--- src/rtl/seg_scan4.sv ---
// seg_scan4: multiplexed 4-digit seven-segment driver.
// Scans four BCD digits onto one shared segment bus. Each digit slot lasts
// REFRESH_DIV clocks. The first cycle of every slot blanks all anodes so the
// previous digit does not ghost. an/seg/dp are registered and are inverted in
// the output register when ACTIVE_LOW=1.
// Optional feature: define SEG_LZB_EN to enable leading-zero blanking.
module seg_scan4 #(
    parameter int REFRESH_DIV = 100000,
    parameter bit ACTIVE_LOW  = 1'b1
) (
    input  logic       ck,
    input  logic       rst,
    input  logic [3:0] digit0,
    input  logic [3:0] digit1,
    input  logic [3:0] digit2,
    input  logic [3:0] digit3,
    input  logic [3:0] dp_mask,
    output logic [3:0] an,
    output logic [6:0] seg,
    output logic       dp
);

    localparam int             PW       = (REFRESH_DIV > 2) ? $clog2(REFRESH_DIV) : 1;
    localparam logic [PW-1:0]  PCNT_MAX = PW'(REFRESH_DIV - 1);
    localparam logic [3:0]     AN_POL   = {4{ACTIVE_LOW}};
    localparam logic [6:0]     SEG_POL  = {7{ACTIVE_LOW}};

    // BCD to active-high segments (g..a); codes 10..15 show a dash.
    function automatic logic [6:0] bcd_to_seg(input logic [3:0] d);
        logic [6:0] s;
        case (d)
            4'd0:    s = 7'h3F;
            4'd1:    s = 7'h06;
            4'd2:    s = 7'h5B;
            4'd3:    s = 7'h4F;
            4'd4:    s = 7'h66;
            4'd5:    s = 7'h6D;
            4'd6:    s = 7'h7D;
            4'd7:    s = 7'h07;
            4'd8:    s = 7'h7F;
            4'd9:    s = 7'h6F;
            default: s = 7'h40;
        endcase
        return s;
    endfunction

    logic [PW-1:0] r_pcnt;
    logic [1:0]    r_slot;
    logic [3:0]    r_an;
    logic [6:0]    r_seg;
    logic          r_dp;

    logic [3:0]    w_digit;
    logic          w_dp_bit;
    logic          w_blank;
    logic [3:0]    w_an_next;
    logic [6:0]    w_seg_next;

    // Prescaler and slot counter; slot advances when the prescaler wraps.
    always_ff @(posedge ck) begin
        if (rst) begin
            r_pcnt <= {PW{1'b0}};
            r_slot <= 2'd0;
        end else if (r_pcnt == PCNT_MAX) begin
            r_pcnt <= {PW{1'b0}};
            r_slot <= r_slot + 2'd1;
        end else begin
            r_pcnt <= r_pcnt + {{(PW-1){1'b0}}, 1'b1};
        end
    end

    // Select the current slot's digit and decimal-point bit (read live, not latched).
    always_comb begin
        w_digit  = 4'd0;
        w_dp_bit = 1'b0;
        case (r_slot)
            2'd0:    begin w_digit = digit0; w_dp_bit = dp_mask[0]; end
            2'd1:    begin w_digit = digit1; w_dp_bit = dp_mask[1]; end
            2'd2:    begin w_digit = digit2; w_dp_bit = dp_mask[2]; end
            2'd3:    begin w_digit = digit3; w_dp_bit = dp_mask[3]; end
            default: begin w_digit = 4'd0;   w_dp_bit = 1'b0;       end
        endcase
    end

`ifdef SEG_LZB_EN
    logic [3:0] w_lead_zero;

    // Leading-zero chain: a digit is blanked when it and every higher digit is zero.
    always_comb begin
        w_lead_zero    = 4'b0000;
        w_lead_zero[3] = (digit3 == 4'd0);
        w_lead_zero[2] = w_lead_zero[3] && (digit2 == 4'd0);
        w_lead_zero[1] = w_lead_zero[2] && (digit1 == 4'd0);
        w_lead_zero[0] = 1'b0;
        w_blank        = w_lead_zero[r_slot];
    end
`else
    // Without leading-zero blanking every digit is always decoded.
    always_comb begin
        w_blank = 1'b0;
    end
`endif

    // Next active-high anode and segment values; anodes are all off in the gap cycle.
    always_comb begin
        w_an_next  = 4'b0000;
        w_seg_next = 7'h00;
        if (r_pcnt == {PW{1'b0}}) begin
            w_an_next = 4'b0000;
        end else begin
            w_an_next = 4'b0001 << r_slot;
        end
        if (w_blank) begin
            w_seg_next = 7'h00;
        end else begin
            w_seg_next = bcd_to_seg(w_digit);
        end
    end

    // Output register; polarity is applied only here.
    always_ff @(posedge ck) begin
        if (rst) begin
            r_an  <= AN_POL;
            r_seg <= SEG_POL;
            r_dp  <= ACTIVE_LOW;
        end else begin
            r_an  <= w_an_next ^ AN_POL;
            r_seg <= w_seg_next ^ SEG_POL;
            r_dp  <= w_dp_bit ^ ACTIVE_LOW;
        end
    end

    assign an  = r_an;
    assign seg = r_seg;
    assign dp  = r_dp;

endmodule

--- config.mk ---
export PLATFORM = sky130hd
export DESIGN_NAME = seg_scan4
export DESIGN_NICKNAME = d
export VERILOG_FILES = /design/src/rtl/seg_scan4.sv
export SDC_FILE = /design/constraint.sdc
export NUM_CORES = 1
export LEC_CHECK = 0
export ABC_AREA = 0
export CAP_MARGIN = 10
export CELL_PAD_IN_SITES_DETAIL_PLACEMENT = 1
export CELL_PAD_IN_SITES_GLOBAL_PLACEMENT = 2
export CORE_ASPECT_RATIO = 0.9
export CORE_MARGIN = 1
export CORE_UTILIZATION = 30
export CTS_CLUSTER_DIAMETER = 150
export DETAILED_ROUTE_END_ITERATION = 8
export PLACE_DENSITY = 0.89
export SLEW_MARGIN = 20
export SYNTH_ARGS = -nofsm -noshare
export SYNTH_HDL_FRONTEND = slang
export SYNTH_SLANG_ARGS = --single-unit
--- constraint.sdc ---
create_clock -name ck -period 2.9 [get_ports ck]
set_clock_uncertainty 0.2 [all_clocks]
set_input_delay 0.58 -clock ck [delete_from_list [all_inputs] [get_ports ck]]
set_output_delay 0.58 -clock ck [all_outputs]
set_load 0.02 [all_outputs]
==> metrics, run 1 <==
share of Yosys cell area claimed by the top area cell type a little under two fifths; worst hold margin between 0.2 and 0.3 ns; worst hold path class flop to flop; Post-Syn Area per Cell 8.92 um^2; worst r2r src r_slot[0]$_SDFFE_PP0N_; n_diodes 0; worst skew pair latency approximately 0.28 ns; vias in the first global route 1,354; initial antenna violation count 0; CP max-delay cell dfxtp_1; crit-path max cell delay roughly 0.4 ns; Max Cap Viol 0; RSZ-0062 raised after global routing false; reg-to-reg slack, setup between 0.3 and 0.4 ns; DR vias/cell around 4.9; setup slack after layout around 0.40 ns; Post-Route Setup TNS 0 ns; ys async rst share 0%; Startpoint Class flop; Synth Area in XOR/XNOR approximately 7%; Cell Area, Synth roughly 1600 um^2; CTS tree built; largest fanout on the critical path 7; CTS Buffer Depth 2; CTS Hold Bufs 0; antenna-violating nets left 0; delay-heaviest family, CP compound AO/OA/AOI/OAI gates; area fraction in and, or, nand and nor cells after synthesis between 20% and 30%; Pins Over Slew Limit 0; Worst slew margin roughly 58%; top-count cell post-synth dfxtp_1; top_reg_cell synth dfxtp_1; WP depth 8; Iter 0 DRT Violations 40; most frequent CP cell ha_1; final setup violation count 0; Data arrival, critical path approximately 2.5 ns; synth top area cells dfxtp_1 38%, ha_1 9.2%, nor2_1 4.4%; Routed WL 3930 um; site row count 25; Area Growth Syn to Fin 29.2%; number of buffers created by CTS 5; Final HPWL DP between 2000 and 3000 um; Slew @ Worst Pin around 0.62 ns; Initial Util a little under a third; fraction of synthesized area in multiplexers between 5 and 6%; Critical Path Source r_slot[0]$_SDFFE_PP0N_; CP endpoint seg[4]$_SDFF_PP1_; postcts setup bufs 0; most frequent cells after synthesis 31 x dfxtp_1, 19 x nor2_1, 18 x inv_1; Resized Gates After CTS 0; Critical Path RT between 2 and 3 ns; DRC violations left 0; warning count from the yosys run 0; Clock Tree Root clkbuf_8; DP Worst Slack roughly 0.17 ns; status complete, no violations; CP Capture Type flop; FF-to-FF path depth 8; largest net degree at the start of global routing 18; DR vias between 1,000 and 1,500; die width 79.6 um; Crit Path Category flop to flop; clock-pin slew on the worst setup and hold paths 0.07 ns; H-tree levels 2; largest family of logic cells by synthesized area simple AND/OR/NAND/NOR gates; Final Wtd Congestion approximately 0.74; crit path buf inv count 1; Worst IR Drop VDD roughly 230 uV; nets between 200 and 300; utilization after layout 40.2%; Core Region between 5000 and 6000 um^2; share of cells above drive strength 1 between 7 and 8%; # clock sinks 31; Power Dens Cells 426 nW/um^2; Synthesized Nets between 200 and 250; final worst path period share around 86%; 1st-pass router iterations 4; Yosys top cell by area dfxtp_1; Mapped Cells approximately 180; first-pass GRT wire length around 6400 um; Seq/Total Area, Yosys 38.2%; post-synthesis register bit count 31; Netlist cell types 37; maximum clock frequency 400 MHz; Routed WL per cell around 14 um; GRT Total Usage about 15%; Die Ht slightly above 70 um; Final Hold Vio Count 0; die area roughly 5700 um^2; I/O pin count 34; Leak 0.000792 uW; synthesized-area fraction occupied by adder cells under 10%; Final min period between 2 and 3 ns; Worst R2R End seg[4]$_SDFF_PP1_; GRT overflow 0; overall power 895 uW; Port Buffer Count 33; Post-synth EDFFs 0; CP cell instances inv_1 -> ha_1 -> a222oi_1 -> mux2i_1 -> ha_1 -> a211o_1 -> o211a_1 -> o21ai_0; compound-cell area share of the yosys netlist between 10% and 20%
where the power goes:
| part | internal, uW | switching, uW | total, uW |
|---|---|---|---|
| logic | 60.9 | 52.2 | 113 |
| registers | 438 | 6.93 | 445 |
| clock network | 168 | 169 | 336 |
per-stage QoR:
stage	instances	instance area (um^2)
2_1_floorplan	182	1620
4_1_cts	286	2100
3_5_place_dp	278	2010
3_3_place_gp	278	2010
5_1_grt	286	2100
6_report	286	2100
cells by family (layout without fill, tap and decap cells):
logic type,count (synthesis),in the layout
AND/OR/NAND/NOR,66,66
flip-flops,31,31
AO/OA/AOI/OAI,29,29
buffers and inverters,23,60
XOR/XNOR,13,13
adder cells (fa/ha/maj),12,12
multiplexers,8,8
layout by cell type (no fill, tap or decap), drive strengths merged, types with 8 or more instances in the layout:
cell            n
xnor2           8
a21oi          10
inv            18
nand2          10
nor2           19
o21ai           8
dfxtp          31
nand4           9
clkdlybuf4s50  33
ha             12
registers in the layout (all words and copies together) (netlist names):
signal,count
an,4
dp,1
r_pcnt,17
r_slot,2
seg,7
routing by layer:
metal | GRT usage, % | vias up | wire length, um
met5 | 0 | - | 0
met4 | 6.46 | 0 | 69
met3 | 3.57 | 7 | 115
met2 | 22.5 | 23 | 1800
met1 | 19.1 | 675 | 1950
li1 | - | 710 | -
how the worst min path moves through the flow:
stage	startpoint	to	slack, ns	cells after the start
2_1_floorplan	r_pcnt[0]$_SDFF_PP0_	r_pcnt[0]$_SDFF_PP0_	0.23	1
3_3_place_gp	r_pcnt[0]$_SDFF_PP0_	r_pcnt[0]$_SDFF_PP0_	0.24	1
3_5_place_dp	r_pcnt[0]$_SDFF_PP0_	r_pcnt[0]$_SDFF_PP0_	0.25	1
4_1_cts	r_pcnt[0]$_SDFF_PP0_	r_pcnt[0]$_SDFF_PP0_	0.27	1
5_1_grt	r_pcnt[0]$_SDFF_PP0_	r_pcnt[0]$_SDFF_PP0_	0.30	1
6_report	r_pcnt[0]$_SDFF_PP0_	r_pcnt[0]$_SDFF_PP0_	0.26	1
layout make-up:
class                           count  area [um^2]
Clock buffer                        6         72.6
Clock inverter                      2         12.5
Fill cell                         619         3130
Inverter                           18         67.6
Multi-Input combinational cell    128          903
Sequential cell                    31          621
Tap cell                           67         83.8
Timing Repair Buffer               34          338
(Power assumes the default switching activity.)
==> run 2: changes to the inputs <==
RECOVER_POWER = 25   (was not set)
==> run 2 against run 1 <==
Compared with the run above:
- sequential share of layout area unchanged
- combinational power hardly changed
- cell area stayed put
- register-to-register slack barely moved
- global-route usage unchanged
- via count stayed put
- utilization did not move
- hold slack stayed put
- critical path depth unchanged
- wire length fell by 0.13%
- clock power hardly changed
- sequential power barely moved
- critical path type unchanged
- largest cell class unchanged
- largest power group unchanged
==> metrics, run 2 (same netlist as run 1, synthesis figures left out) <==
Clock Tree Root clkbuf_8; worst hold path class flop to flop; site row count 25; # clock sinks 31; postcts setup bufs 0; vias in the first global route 1,354; largest net degree at the start of global routing 18; Met2 Wirelength 1800 um; Final HPWL DP between 2000 and 3000 um; CTS tree built; Critical Path RT ~2.9 ns; Critical Path Source r_slot[0]$_SDFFE_PP0N_; first-pass GRT wire length roughly 6400 um; reg-to-reg slack, setup roughly 0.4 ns; Initial Util between 30 and 40%; status complete, no violations; share of cells above drive strength 1 under 10%; Startpoint Class flop; Hold Crit Start r_pcnt[0]$_SDFF_PP0_; Slew @ Worst Pin ~0.62 ns; DR vias/cell 4.95; Crit Path Category flop to flop; die width ~80 um; final worst path period share a little under nine tenths; Worst Hold Depth 1; max reg flops 17; Final Hold Vio Count 0; Core Region ~5200 um^2; Worst IR Drop VDD ~230 uV; DR vias approximately 1,400; largest fanout on the critical path 7; H-tree levels 2; CTS Hold Bufs 0; Routed WL per cell around 14 um; final setup violation count 0; Post-Route Setup TNS 0 ns; I/O pin count 34; DP Worst Slack between 0.15 and 0.2 ns; Final Wtd Congestion about 0.74; Hold Crit Endpoint r_pcnt[0]$_SDFF_PP0_; Area Growth Syn to Fin 29.2%; Leak between 0.0007 and 0.0008 uW; number of buffers created by CTS 5; Final min period approximately 2.5 ns; Worst slew margin roughly 58%; clock-pin slew on the worst setup and hold paths 0.07 ns; Data arrival, critical path 2.51 ns; overall power roughly 890 uW; Met1 Wirelength just under 2000 um; Port Buffer Count 33; Routed WL slightly below 4000 um; FF-to-FF path depth 8; GRT overflow 0; fill count 619; DRC violations left 0; Die Ht 71.8 um; CTS Buffer Depth 2; setup slack after layout about 0.4 ns; most common cell after layout, fill and taps aside dfxtp_1; RSZ-0062 raised after global routing false; worst r2r src r_slot[0]$_SDFFE_PP0N_; initial antenna violation count 0; most frequent cells in the layout 31 x dfxtp_1, 27 x clkdlybuf4s50_1, 19 x nor2_1; worst skew pair latency approximately 0.28 ns; top layer in use met4; antenna-violating nets left 0; Resized Gates After CTS 0; maximum clock frequency around 400 MHz; Iter 0 DRT Violations 40; Power Dens Cells 425 nW/um^2; Pins Over Slew Limit 0; Max Cap Viol 0; met3 WL roughly 120 um; Worst R2R End seg[4]$_SDFF_PP1_; n_diodes 0; register with the most flip-flops r_pcnt; utilization after layout 40.2%; CP Capture Type flop; nets between 200 and 300; 1st-pass router iterations 4; GRT Total Usage ~15%; die area roughly 5700 um^2
[run 2: cell types whose count changed in the layout (fill, tap and decap cells not counted)]
cell             delta
dlygate4sd3_1       +6
clkdlybuf4s50_1     -6
[run 2: critical path: stages, from the launching register on]
cell,delay [ns]
dfxtp_1,0.40
inv_1,0.10
ha_1,0.29
a222oi_1,0.36
mux2i_1,0.29
ha_1,0.29
a211o_1,0.26
o211a_1,0.10
o21ai_0,0.14
[run 2: final cells by class]
| cell class | count | area (um^2) | share of cell area (%) |
|---|---|---|---|
| clock inverter | 2 | 12.5 | 0.596 |
| timing repair buffer | 34 | 338 | 16.1 |
| sequential | 31 | 621 | 29.6 |
| clock buffer | 6 | 72.6 | 3.46 |
| multi-input combinational | 128 | 903 | 43.1 |
| inverter | 18 | 67.6 | 3.22 |
| tap | 67 | 83.8 | 4.00 |
[run 2: report_power, final]
group	switching [uW]	leakage, uW	internal, uW
sequential	6.71	0.000253	438
combinational	52.2	0.000490	59.2
clock	169	0.0000412	168
[run 2: how the worst max path moves through the flow]
stage | end | depth (start not counted) | slack, ns
6_report | seg[4]$_SDFF_PP1_ | 8 | 0.40
5_1_grt | seg[4]$_SDFF_PP1_ | 8 | 0.11
4_1_cts | seg[4]$_SDFF_PP1_ | 8 | 0.39
3_5_place_dp | seg[4]$_SDFF_PP1_ | 7 | 0.17
3_3_place_gp | seg[4]$_SDFF_PP1_ | 7 | 0.31
2_1_floorplan | seg[4]$_SDFF_PP1_ | 8 | 0.74
[run 2: routing by layer]
metal / up-vias / track usage (%)
li1: 710 / -
met1: 675 / 19.1
met2: 23 / 22.5
met3: 7 / 3.57
met4: 0 / 6.46
met5: - / 0
[run 2: metrics by stage]
step / instances / area, um^2 / hold WS, ns
4_1_cts: 286 / 2100 / 0.269
2_1_floorplan: 182 / 1620 / 0.230
5_1_grt: 286 / 2100 / 0.298
3_3_place_gp: 278 / 2010 / 0.242
3_5_place_dp: 278 / 2010 / 0.251
6_report: 286 / 2100 / 0.262
==> run 3: changes to the inputs <==
SKIP_LAST_GASP = 1   (was not set)
==> results of run 3 <==
Same layout as run 2: the final DEF is identical, and so are final timing and power.
